## src/rtl/pll_dri_pkg.sv

```systemverilog
// Shared types and constants for the PLL DRI master.
// Field widths, DRI command encodings, the completion-strobe index
// and the master FSM state enum.
package pll_dri_pkg;

    localparam int ADDR_W  = 9;
    localparam int DATA_W  = 32;
    localparam int CTRL_W  = 11;
    localparam int WDATA_W = 33;
    localparam int RDATA_W = 33;

    // Bit of DRI_RDATA that flags a completed access.
    localparam int CPL_BIT = 32;

    // Command field of DRI_CTRL.
    localparam logic [1:0] CMD_IDLE = 2'b00;
    localparam logic [1:0] CMD_RD   = 2'b01;
    localparam logic [1:0] CMD_WR   = 2'b10;

    typedef enum logic [1:0] {
        ST_IDLE     = 2'd0,
        ST_ACCESS   = 2'd1,
        ST_LOCKWAIT = 2'd2,
        ST_RESP     = 2'd3
    } state_e;

    // Even parity bit: makes the total number of ones (data + bit) even.
    function automatic logic even_parity(input logic [DATA_W-1:0] data);
        return ^data;
    endfunction

endpackage

```

## src/rtl/pll_dri_sync2.sv

```systemverilog
// Two-flop synchronizer bringing the asynchronous PLL_LOCK into DRI_CLK.
// Both flops clear on the asynchronous active-low reset.
module pll_dri_sync2 (
    input  logic clk,
    input  logic rst_n,
    input  logic d,
    output logic q
);

    logic meta_q;
    logic sync_q;

    // Shift the asynchronous level through two flops.
    always_ff @(posedge clk or negedge rst_n) begin
        if (!rst_n) begin
            meta_q <= 1'b0;
            sync_q <= 1'b0;
        end else begin
            meta_q <= d;
            sync_q <= meta_q;
        end
    end

    assign q = sync_q;

endmodule

```

## src/rtl/pll_dri_master.sv

```systemverilog
// Fabric-side initiator for the PLL Dynamic Reconfiguration Interface.
// Accepts one read/write command at a time, drives DRI_CTRL/DRI_WDATA
// while the access is open, and returns a one-cycle response.
// Optional feature macro: PLL_DRI_LOCK_WAIT_EN -- when defined, writes wait
// for the PLL to relock (synchronized PLL_LOCK high 2 consecutive cycles)
// before responding, bounded by LOCK_WAIT_MAX cycles.
// Handshake: a command is taken on a clock edge where CMD_VALID and
// CMD_READY are both high; RSP_VALID is a single-cycle pulse with no
// backpressure, RSP_RDATA/RSP_ERR are meaningful only while it is high.
// DBG_STATE exposes the FSM state (pll_dri_pkg::state_e encoding).
module pll_dri_master
    import pll_dri_pkg::*;
#(
    parameter int TIMEOUT_CYCLES = 255,
    parameter int LOCK_WAIT_MAX  = 4095
) (
    input  logic               DRI_CLK,
    input  logic               DRI_ARST_N,
    input  logic               CMD_VALID,
    output logic               CMD_READY,
    input  logic               CMD_WRITE,
    input  logic [ADDR_W-1:0]  CMD_ADDR,
    input  logic [DATA_W-1:0]  CMD_WDATA,
    output logic               RSP_VALID,
    output logic [DATA_W-1:0]  RSP_RDATA,
    output logic               RSP_ERR,
    output logic [CTRL_W-1:0]  DRI_CTRL,
    output logic [WDATA_W-1:0] DRI_WDATA,
    input  logic [RDATA_W-1:0] DRI_RDATA,
    input  logic               DRI_INTERRUPT,
    input  logic               PLL_LOCK,
    input  logic               IRQ_CLR,
    output logic               IRQ_PENDING,
    output logic [1:0]         DBG_STATE
);

    localparam logic [1:0] S_IDLE     = ST_IDLE;
    localparam logic [1:0] S_ACCESS   = ST_ACCESS;
    localparam logic [1:0] S_LOCKWAIT = ST_LOCKWAIT;
    localparam logic [1:0] S_RESP     = ST_RESP;

    localparam int TW = $clog2(TIMEOUT_CYCLES + 1);
    localparam logic [TW-1:0] TMO_LIMIT = TW'(TIMEOUT_CYCLES);
    localparam logic [TW-1:0] TMO_ONE   = TW'(1);

    logic [1:0]         state_q,     state_d;
    logic               cmd_write_q, cmd_write_d;
    logic [ADDR_W-1:0]  cmd_addr_q,  cmd_addr_d;
    logic [DATA_W-1:0]  cmd_wdata_q, cmd_wdata_d;
    logic [TW-1:0]      tmo_cnt_q,   tmo_cnt_d;

    logic               cmd_ready_q, cmd_ready_d;
    logic               rsp_valid_q, rsp_valid_d;
    logic [DATA_W-1:0]  rsp_rdata_q, rsp_rdata_d;
    logic               rsp_err_q,   rsp_err_d;
    logic [CTRL_W-1:0]  dri_ctrl_q,  dri_ctrl_d;
    logic [WDATA_W-1:0] dri_wdata_q, dri_wdata_d;

    logic               irq_prev_q,  irq_prev_d;
    logic               irq_pend_q,  irq_pend_d;

    logic [DATA_W-1:0]  drive_data;

`ifdef PLL_DRI_LOCK_WAIT_EN
    localparam int LW = $clog2(LOCK_WAIT_MAX + 1);
    localparam logic [LW-1:0] LOCK_LIMIT = LW'(LOCK_WAIT_MAX);
    localparam logic [LW-1:0] LOCK_ONE   = LW'(1);

    logic               lock_sync;
    logic [LW-1:0]      lock_cnt_q,    lock_cnt_d;
    logic               lock_stable_q, lock_stable_d;

    pll_dri_sync2 u_lock_sync (
        .clk   (DRI_CLK),
        .rst_n (DRI_ARST_N),
        .d     (PLL_LOCK),
        .q     (lock_sync)
    );
`else
    logic unused_lock;
    assign unused_lock = PLL_LOCK ^ (LOCK_WAIT_MAX == 0);
`endif

    // FSM: command latch, DRI timeout, optional relock wait and response data.
    always_comb begin
        state_d     = state_q;
        cmd_write_d = cmd_write_q;
        cmd_addr_d  = cmd_addr_q;
        cmd_wdata_d = cmd_wdata_q;
        tmo_cnt_d   = tmo_cnt_q;
        rsp_rdata_d = '0;
        rsp_err_d   = 1'b0;
`ifdef PLL_DRI_LOCK_WAIT_EN
        lock_cnt_d    = lock_cnt_q;
        lock_stable_d = lock_stable_q;
`endif
        case (state_q)
            S_IDLE: begin
                if (CMD_VALID && cmd_ready_q) begin
                    cmd_write_d = CMD_WRITE;
                    cmd_addr_d  = CMD_ADDR;
                    cmd_wdata_d = CMD_WDATA;
                    tmo_cnt_d   = '0;
                    state_d     = S_ACCESS;
                end
            end
            S_ACCESS: begin
                // Completion is tested first so it wins over a same-cycle timeout.
                if (DRI_RDATA[CPL_BIT]) begin
                    if (cmd_write_q) begin
`ifdef PLL_DRI_LOCK_WAIT_EN
                        lock_cnt_d    = '0;
                        lock_stable_d = 1'b0;
                        state_d       = S_LOCKWAIT;
`else
                        state_d       = S_RESP;
`endif
                    end else begin
                        rsp_rdata_d = DRI_RDATA[DATA_W-1:0];
                        state_d     = S_RESP;
                    end
                end else if (tmo_cnt_q == TMO_LIMIT) begin
                    rsp_err_d = 1'b1;
                    state_d   = S_RESP;
                end else begin
                    tmo_cnt_d = tmo_cnt_q + TMO_ONE;
                end
            end
            S_LOCKWAIT: begin
`ifdef PLL_DRI_LOCK_WAIT_EN
                // lock_stable_q remembers that lock was already high last cycle.
                lock_stable_d = lock_sync;
                if (lock_sync && lock_stable_q) begin
                    state_d = S_RESP;
                end else if (lock_cnt_q == LOCK_LIMIT) begin
                    rsp_err_d = 1'b1;
                    state_d   = S_RESP;
                end else begin
                    lock_cnt_d = lock_cnt_q + LOCK_ONE;
                end
`else
                state_d = S_IDLE;
`endif
            end
            S_RESP: begin
                state_d = S_IDLE;
            end
            default: begin
                state_d = S_IDLE;
            end
        endcase
    end

    // Registered outputs are decoded from the next state so they line up
    // with the state they describe.
    always_comb begin
        drive_data  = cmd_write_d ? cmd_wdata_d : '0;
        cmd_ready_d = (state_d == S_IDLE);
        rsp_valid_d = (state_d == S_RESP);
        dri_ctrl_d  = '0;
        dri_wdata_d = '0;
        if (state_d == S_ACCESS) begin
            dri_ctrl_d  = {(cmd_write_d ? CMD_WR : CMD_RD), cmd_addr_d};
            dri_wdata_d = {even_parity(drive_data), drive_data};
        end
    end

    // Sticky interrupt flag: a rising edge sets it and beats a same-cycle clear.
    always_comb begin
        irq_prev_d = DRI_INTERRUPT;
        irq_pend_d = irq_pend_q;
        if (IRQ_CLR) begin
            irq_pend_d = 1'b0;
        end
        if (DRI_INTERRUPT && !irq_prev_q) begin
            irq_pend_d = 1'b1;
        end
    end

    // State, command and output registers.
    always_ff @(posedge DRI_CLK or negedge DRI_ARST_N) begin
        if (!DRI_ARST_N) begin
            state_q     <= S_IDLE;
            cmd_write_q <= 1'b0;
            cmd_addr_q  <= '0;
            cmd_wdata_q <= '0;
            tmo_cnt_q   <= '0;
            cmd_ready_q <= 1'b0;
            rsp_valid_q <= 1'b0;
            rsp_rdata_q <= '0;
            rsp_err_q   <= 1'b0;
            dri_ctrl_q  <= '0;
            dri_wdata_q <= '0;
            irq_prev_q  <= 1'b0;
            irq_pend_q  <= 1'b0;
        end else begin
            state_q     <= state_d;
            cmd_write_q <= cmd_write_d;
            cmd_addr_q  <= cmd_addr_d;
            cmd_wdata_q <= cmd_wdata_d;
            tmo_cnt_q   <= tmo_cnt_d;
            cmd_ready_q <= cmd_ready_d;
            rsp_valid_q <= rsp_valid_d;
            rsp_rdata_q <= rsp_rdata_d;
            rsp_err_q   <= rsp_err_d;
            dri_ctrl_q  <= dri_ctrl_d;
            dri_wdata_q <= dri_wdata_d;
            irq_prev_q  <= irq_prev_d;
            irq_pend_q  <= irq_pend_d;
        end
    end

`ifdef PLL_DRI_LOCK_WAIT_EN
    // Relock wait counter and stability flag.
    always_ff @(posedge DRI_CLK or negedge DRI_ARST_N) begin
        if (!DRI_ARST_N) begin
            lock_cnt_q    <= '0;
            lock_stable_q <= 1'b0;
        end else begin
            lock_cnt_q    <= lock_cnt_d;
            lock_stable_q <= lock_stable_d;
        end
    end
`endif

    assign CMD_READY   = cmd_ready_q;
    assign RSP_VALID   = rsp_valid_q;
    assign RSP_RDATA   = rsp_rdata_q;
    assign RSP_ERR     = rsp_err_q;
    assign DRI_CTRL    = dri_ctrl_q;
    assign DRI_WDATA   = dri_wdata_q;
    assign IRQ_PENDING = irq_pend_q;
    assign DBG_STATE   = state_q;

endmodule

```

## config.mk

```make
export PLATFORM = sky130hd
export DESIGN_NAME = pll_dri_master
export DESIGN_NICKNAME = d
export VERILOG_FILES = /design/src/rtl/pll_dri_pkg.sv /design/src/rtl/pll_dri_sync2.sv /design/src/rtl/pll_dri_master.sv
export SDC_FILE = /design/constraint.sdc
export NUM_CORES = 1
export LEC_CHECK = 0
export ABC_AREA = 1
export CAP_MARGIN = 5
export CORE_UTILIZATION = 45
export DETAILED_ROUTE_END_ITERATION = 7
export GPL_TIMING_DRIVEN = 0
export MAX_ROUTING_LAYER = met4
export PLACE_DENSITY = 0.76
export SLEW_MARGIN = 20
export SYNTH_ARGS = -nofsm -noshare
export SYNTH_HDL_FRONTEND = slang
export SYNTH_HIERARCHICAL = 1
export SYNTH_SLANG_ARGS = --single-unit
```

## constraint.sdc

```tcl
create_clock -name DRI_CLK -period 4.1 [get_ports DRI_CLK]
set_clock_uncertainty 0.05 [all_clocks]
set_input_delay 1.23 -clock DRI_CLK [delete_from_list [all_inputs] [get_ports DRI_CLK]]
set_output_delay 1.23 -clock DRI_CLK [all_outputs]
set_load 0.02 [all_outputs]
```

== Yosys cells after proc, flatten, opt, wreduce, memory -nomap -nowiden ==
Index checks and enable logic that the tools add are counted.
Operators by class
  equality and inequality tests: 9
  $add $sub $neg: 1
  reduce and logical (&&, ||, !) cells: 10
  muxes and demuxes: 26
Operators with widths (number)
  $mux 32: 6
  $mux 33: 1
  $reduce_xor 32->1: 1
  $mux 8: 3
  $mux 9: 2
  $pmux 8 s2: 1
  $mux 11: 1
  $add 8x1->8 const B: 1
  $eq 8x8->1 const B: 1
  $mux 2: 4
  $mux 1: 7
  $eq 2x2->1 const B: 3
  $ne 2x2->1 const B: 3
  $pmux 2 s3: 1
  $eq 2x1->1 const B: 2
  $logic_not 2->1: 2
  $reduce_and 4->1: 1
  $reduce_bool 2->1: 2
  $logic_and 1x1->1: 2
  $reduce_or 2->1: 1
  $logic_not 1->1: 1
Storage, ports and cells
  word-level logic and storage cells: 59
  input bits: 81
  bits in registers: 133

== Logic depth before layout (Yosys ltp) ==
  depth after elaboration: 6
  mapped depth: 19
  gate-level depth less buffers: 18

== Least setup slack after synthesis ==
OpenSTA, ideal clock, no wires.
  path type: input to register
  start: input port CMD_VALID
  end: register dri_wdata_q[32], in the netlist DRI_WDATA[32]
  slack: 1.380 ns
  stages: 17
  arrival: 2.554 ns
  buffers on the path: 2
  cells stage by stage: nand2_1 > inv_2 > nand2_2 > buf_6 > buf_2 > nand2_1 > nand2_1 > nand2_1 > nand2_1 > xnor2_1 > nand2_1 > nand2_1 > nand2_1 > nand2_1 > nand2_1 > nand2_1 > nor2_1
Between the ends
  cells in the longest elaborated chain, start to end: 6
  elaborated cells between the ends (all ways): 11
  those cells by class: 1 x eq/ne; 8 x mux; 2 x reduce/logical
RTL lines
  start, declared: RTL line pll_dri_master.sv:19  | input logic CMD_VALID,
  $logic_and 1x1->1 (*): RTL line pll_dri_master.sv:99  | if (CMD_VALID && cmd_ready_q) begin
  $mux 32 / $mux 1 (equally long branches): RTL line pll_dri_master.sv:99
  $mux 32 / $mux 1 (equally long branches): RTL line pll_dri_master.sv:97  | case (state_q)
  $mux 32: RTL line pll_dri_master.sv:157  | drive_data = cmd_write_d ? cmd_wdata_d : '0;
  $reduce_xor 32->1: RTL line pll_dri_pkg.sv:29  | return ^data;
  $mux 33 (*): RTL line pll_dri_master.sv:162  | if (state_d == S_ACCESS) begin
  net dri_wdata_d[32]: RTL line pll_dri_master.sv:57  | logic [WDATA_W-1:0] dri_wdata_q, dri_wdata_d;
  end signal, assigned: RTL line pll_dri_master.sv:207  | dri_wdata_q <= dri_wdata_d;
  end, declared: RTL line pll_dri_master.sv:57
Mark *: on every way through the listed nets, which the timed path passes. The rest lies on a longest branch.
A chain may end at the register's enable or synchronous reset.

== Worst setup path in the final report ==
  start: input port CMD_VALID
  end: register dri_wdata_q[32], in the netlist DRI_WDATA[32]
Between the ends
  cells in the longest elaborated chain, start to end: 6
  elaborated cells between the ends (all ways): 11
  those cells by class: 1 x eq/ne; 8 x mux; 2 x reduce/logical
RTL lines
  $logic_and 1x1->1: RTL line pll_dri_master.sv:99
  $mux 32: RTL line pll_dri_master.sv:99
  $mux 32: RTL line pll_dri_master.sv:97
  net cmd_wdata_d[28]: RTL line pll_dri_master.sv:49  | logic [DATA_W-1:0] cmd_wdata_q, cmd_wdata_d;
  $mux 32: RTL line pll_dri_master.sv:157
  $reduce_xor 32->1: RTL line pll_dri_pkg.sv:29
  $mux 33: RTL line pll_dri_master.sv:162
  net dri_wdata_d[32]: RTL line pll_dri_master.sv:57
The timed path passes the listed nets, and every way through them passes these cells.

==> results.sh <==
export IMPL_fin_setup_tns_ps=0
export IMPL_boundaryPins=163
export IMPL_grt_pass1_vias=4923
export IMPL_critPathSlowestCell="clkbuf_1"
export IMPL_crit_top_cell="nand2_1"
export IMPL_slew_violations=0
export IMPL_clk_pin_slew_ps=50
export IMPL_cts_buffers=17
export IMPL_fin_util=0.6489
export IMPL_finalSetupViolations=0
export IMPL_clockBufferDepth=2
export IMPL_cp_required_ps=4350
export IMPL_avgRoutedWirePerCell_um=12.97
export IMPL_worstSetupPathType="in2reg"
export IMPL_hold_path_class="reg2reg"
export IMPL_combPwrFrac=0.463
export IMPL_vias=5052
export IMPL_r2r_end="DRI_WDATA[32]"
export IMPL_crit_end="DRI_WDATA[32]"
export IMPL_yosys_warnings=6
export IMPL_ctsResizeCount=0
export IMPL_track_usage=0.2397
export IMPL_drive_gt1_frac=0.06501
export IMPL_critPathTopFamily="buffers and inverters"
export IMPL_power_internal_uw=3542
export IMPL_place_gp_congestion=0.8128
export IMPL_timing_critical_path_from="CMD_VALID"
export IMPL_drt_wl_total_um=14200
export IMPL_grt_max_degree=69
export IMPL_peakVddDrop_mv=0.3191
export IMPL_synth_cell_types=25
export IMPL_drc=0
export IMPL_switching_share=0.4048
export IMPL_cp_buffers_inverters=3
export IMPL_drt_iter0_markers=337
export IMPL_area_growth_pct=40.81
export IMPL_design_area_um2=8189
export IMPL_antenna_found_initial=0
export IMPL_layout_common_cells="nand2_1 (283), clkdlybuf4s50_1 (160), dfrtp_1 (133)"
export IMPL_cts_root_buf="clkbuf_16"
export IMPL_finalHoldViolations=0
export IMPL_r2r_cells=18
export IMPL_insertion_delay_ps=420
export IMPL_grt_pass1_wl_um=23150
export IMPL_power_frac_clock=0.224
export IMPL_diodes=0
export IMPL_start_util=0.4608
export IMPL_max_stage_delay_ps=460
export IMPL_power_uw=5950
export IMPL_power_density_nw_per_um2=726.6
export IMPL_postPlaceCellArea_um2=7675
export IMPL_r2r_setup_slack_ps=1790
export IMPL_fmax_mhz=315.6
export IMPL_reg2reg_from="DBG_STATE[0]"
export IMPL_drv_cap=0
export IMPL_finalNonFillerCells=1095
export IMPL_synth_area_um2=5816
export IMPL_min_period_ps=3169
export IMPL_final_common_cell="nand2_1"
export IMPL_end_kind="flop"
export IMPL_ant_nets=0
export IMPL_rsz0062_at_grt="no"
export IMPL_synthesis_nets=812
export IMPL_worst_setup_path_start_kind="input port"
export IMPL_holdBufCountCts=0
export IMPL_fp_dieW_um=115.7
export IMPL_relSlewSlack=0.6257
export IMPL_cp_depth=16
export IMPL_cts_setup_buffers=0
export IMPL_core_um2=12620
export IMPL_yosys_register_bits=133
export IMPL_htreeDepth=4
export IMPL_p_leak_uw=0.004361
export IMPL_nets=993
export IMPL_cp_max_fo=10
export IMPL_dpl_hpwl_um=10260
export IMPL_via_per_inst=4.614
export IMPL_synth_cells=730
export IMPL_avgSynthCellArea_um2=7.967
export IMPL_die_y_um=115.7
export IMPL_outcome="complete, no violations"
export IMPL_cts_tree="built"
export IMPL_drt_pass1_iterations=6
export IMPL_placed_cells=1064
export IMPL_port_buffers=161
export IMPL_switchingPower_uw=2409
export IMPL_num_rows=41
export IMPL_period_share=0.7728
export IMPL_ys_seq_area_frac=0.5723
export IMPL_worstPathArrival_ps=3420
export IMPL_die_area_um2=13380
export IMPL_cts_sinks=133
export IMPL_power_frac_seq=0.313
export IMPL_grt_ovfl_total=0
export IMPL_crit_chain="clkdlybuf4s50_1, nand2_1, inv_2, clkbuf_1, nand3_1, nand2_1, nand2_1, nand2_1, xnor2_1, nand2_1, nand2_1, nand2_1, nand2_1, nand2_1, nand2_1, nor2_1"
export IMPL_worst_slew_pin_slew_ps=561.4
-- metrics by stage --
step	setup WS (ps)	hold slack (ps)
floorplan	1380	368.5
global placement	-3504	372.3
detailed placement	481.6	378.5
CTS	912.8	385.0
global route	643.7	415.5
finish	931.5	380.7
-- layout make-up --
class / instances / area (um^2)
sequential: 133 / 3328
clock inverter: 5 / 25.02
multi-input combinational: 465 / 1949
timing repair buffer: 162 / 1644
clock buffer: 26 / 489.2
fill: 1112 / 4431
inverter: 106 / 397.9
buffer: 26 / 140.1
tap: 172 / 215.2
-- worst min-delay path by stage --
stage                     from  slack, ps          end  cells after the start
CTS                 irq_prev_q        390  IRQ_PENDING                      1
detailed placement  irq_prev_q        380  IRQ_PENDING                      1
global route        irq_prev_q        420  IRQ_PENDING                      1
floorplan           irq_prev_q        370  IRQ_PENDING                      1
global placement    irq_prev_q        370  IRQ_PENDING                      1
finish              irq_prev_q        380  IRQ_PENDING                      1
-- sequential cells by signal, summed over array words and instances (netlist names) --
name	count
cmd_write_q	1
irq_prev_q	1
DBG_STATE	2
DRI_WDATA	33
CMD_READY	1
RSP_VALID	1
IRQ_PENDING	1
DRI_CTRL	11
cmd_addr_q	9
RSP_RDATA	32
RSP_ERR	1
cmd_wdata_q	32
tmo_cnt_q	8
-- synthesized netlist by cell type --
library cell	count	area, um^2
nand3b_1	14	105.1
clkbuf_1	12	45.04
nor2_2	1	6.260
nor2_4	2	22.52
or2_2	10	62.56
a21oi_1	2	10.01
nand3_1	24	120.1
xnor2_1	1	8.760
buf_2	10	50.05
nand2_1	283	1062
ha_1	1	12.51
nor2_1	90	337.8
xor2_1	1	8.760
o21ai_0	16	80.08
o21ai_1	7	35.03
inv_2	3	11.26
buf_6	4	45.04
dfrtp_1	133	3328
o22ai_1	1	6.260
o21ai_2	1	8.760
nor3_1	5	25.02
nand2_2	2	12.51
inv_1	103	386.6
nor4_1	1	6.260
nand4_1	3	18.77
-- power by group through the flow --
stage	Sequential (uW)	Combinational, uW	Clock (uW)
final	1860	2760	1330
after global routing	1900	3110	1420
after CTS	1860	2770	1360
after detailed placement	1880	2750	0
after global placement	1870	2680	0
after floorplan	2100	1580	0
-- logic make-up after synthesis --
logic type | Yosys count | synth area share
flops | 133 | 0.5723
fa+ha+maj | 1 | 0.002151
buf+inv | 132 | 0.09251
simple gates | 435 | 0.3059
xor+xnor | 2 | 0.003013
compound gates | 27 | 0.02410
-- per-layer routing --
layer / wire length (um) / global-route usage / share of wire / vias to the layer above
met3: 1073 / 0.07741 / 0.076 / 29
met5: 0 / - / 0 / -
met4: 351 / 0.1094 / 0.025 / 0
li1: - / - / - / 2533
met2: 6678 / 0.3772 / 0.47 / 203
met1: 6097 / 0.2803 / 0.43 / 2287
Power figures use the tool's default switching activity.
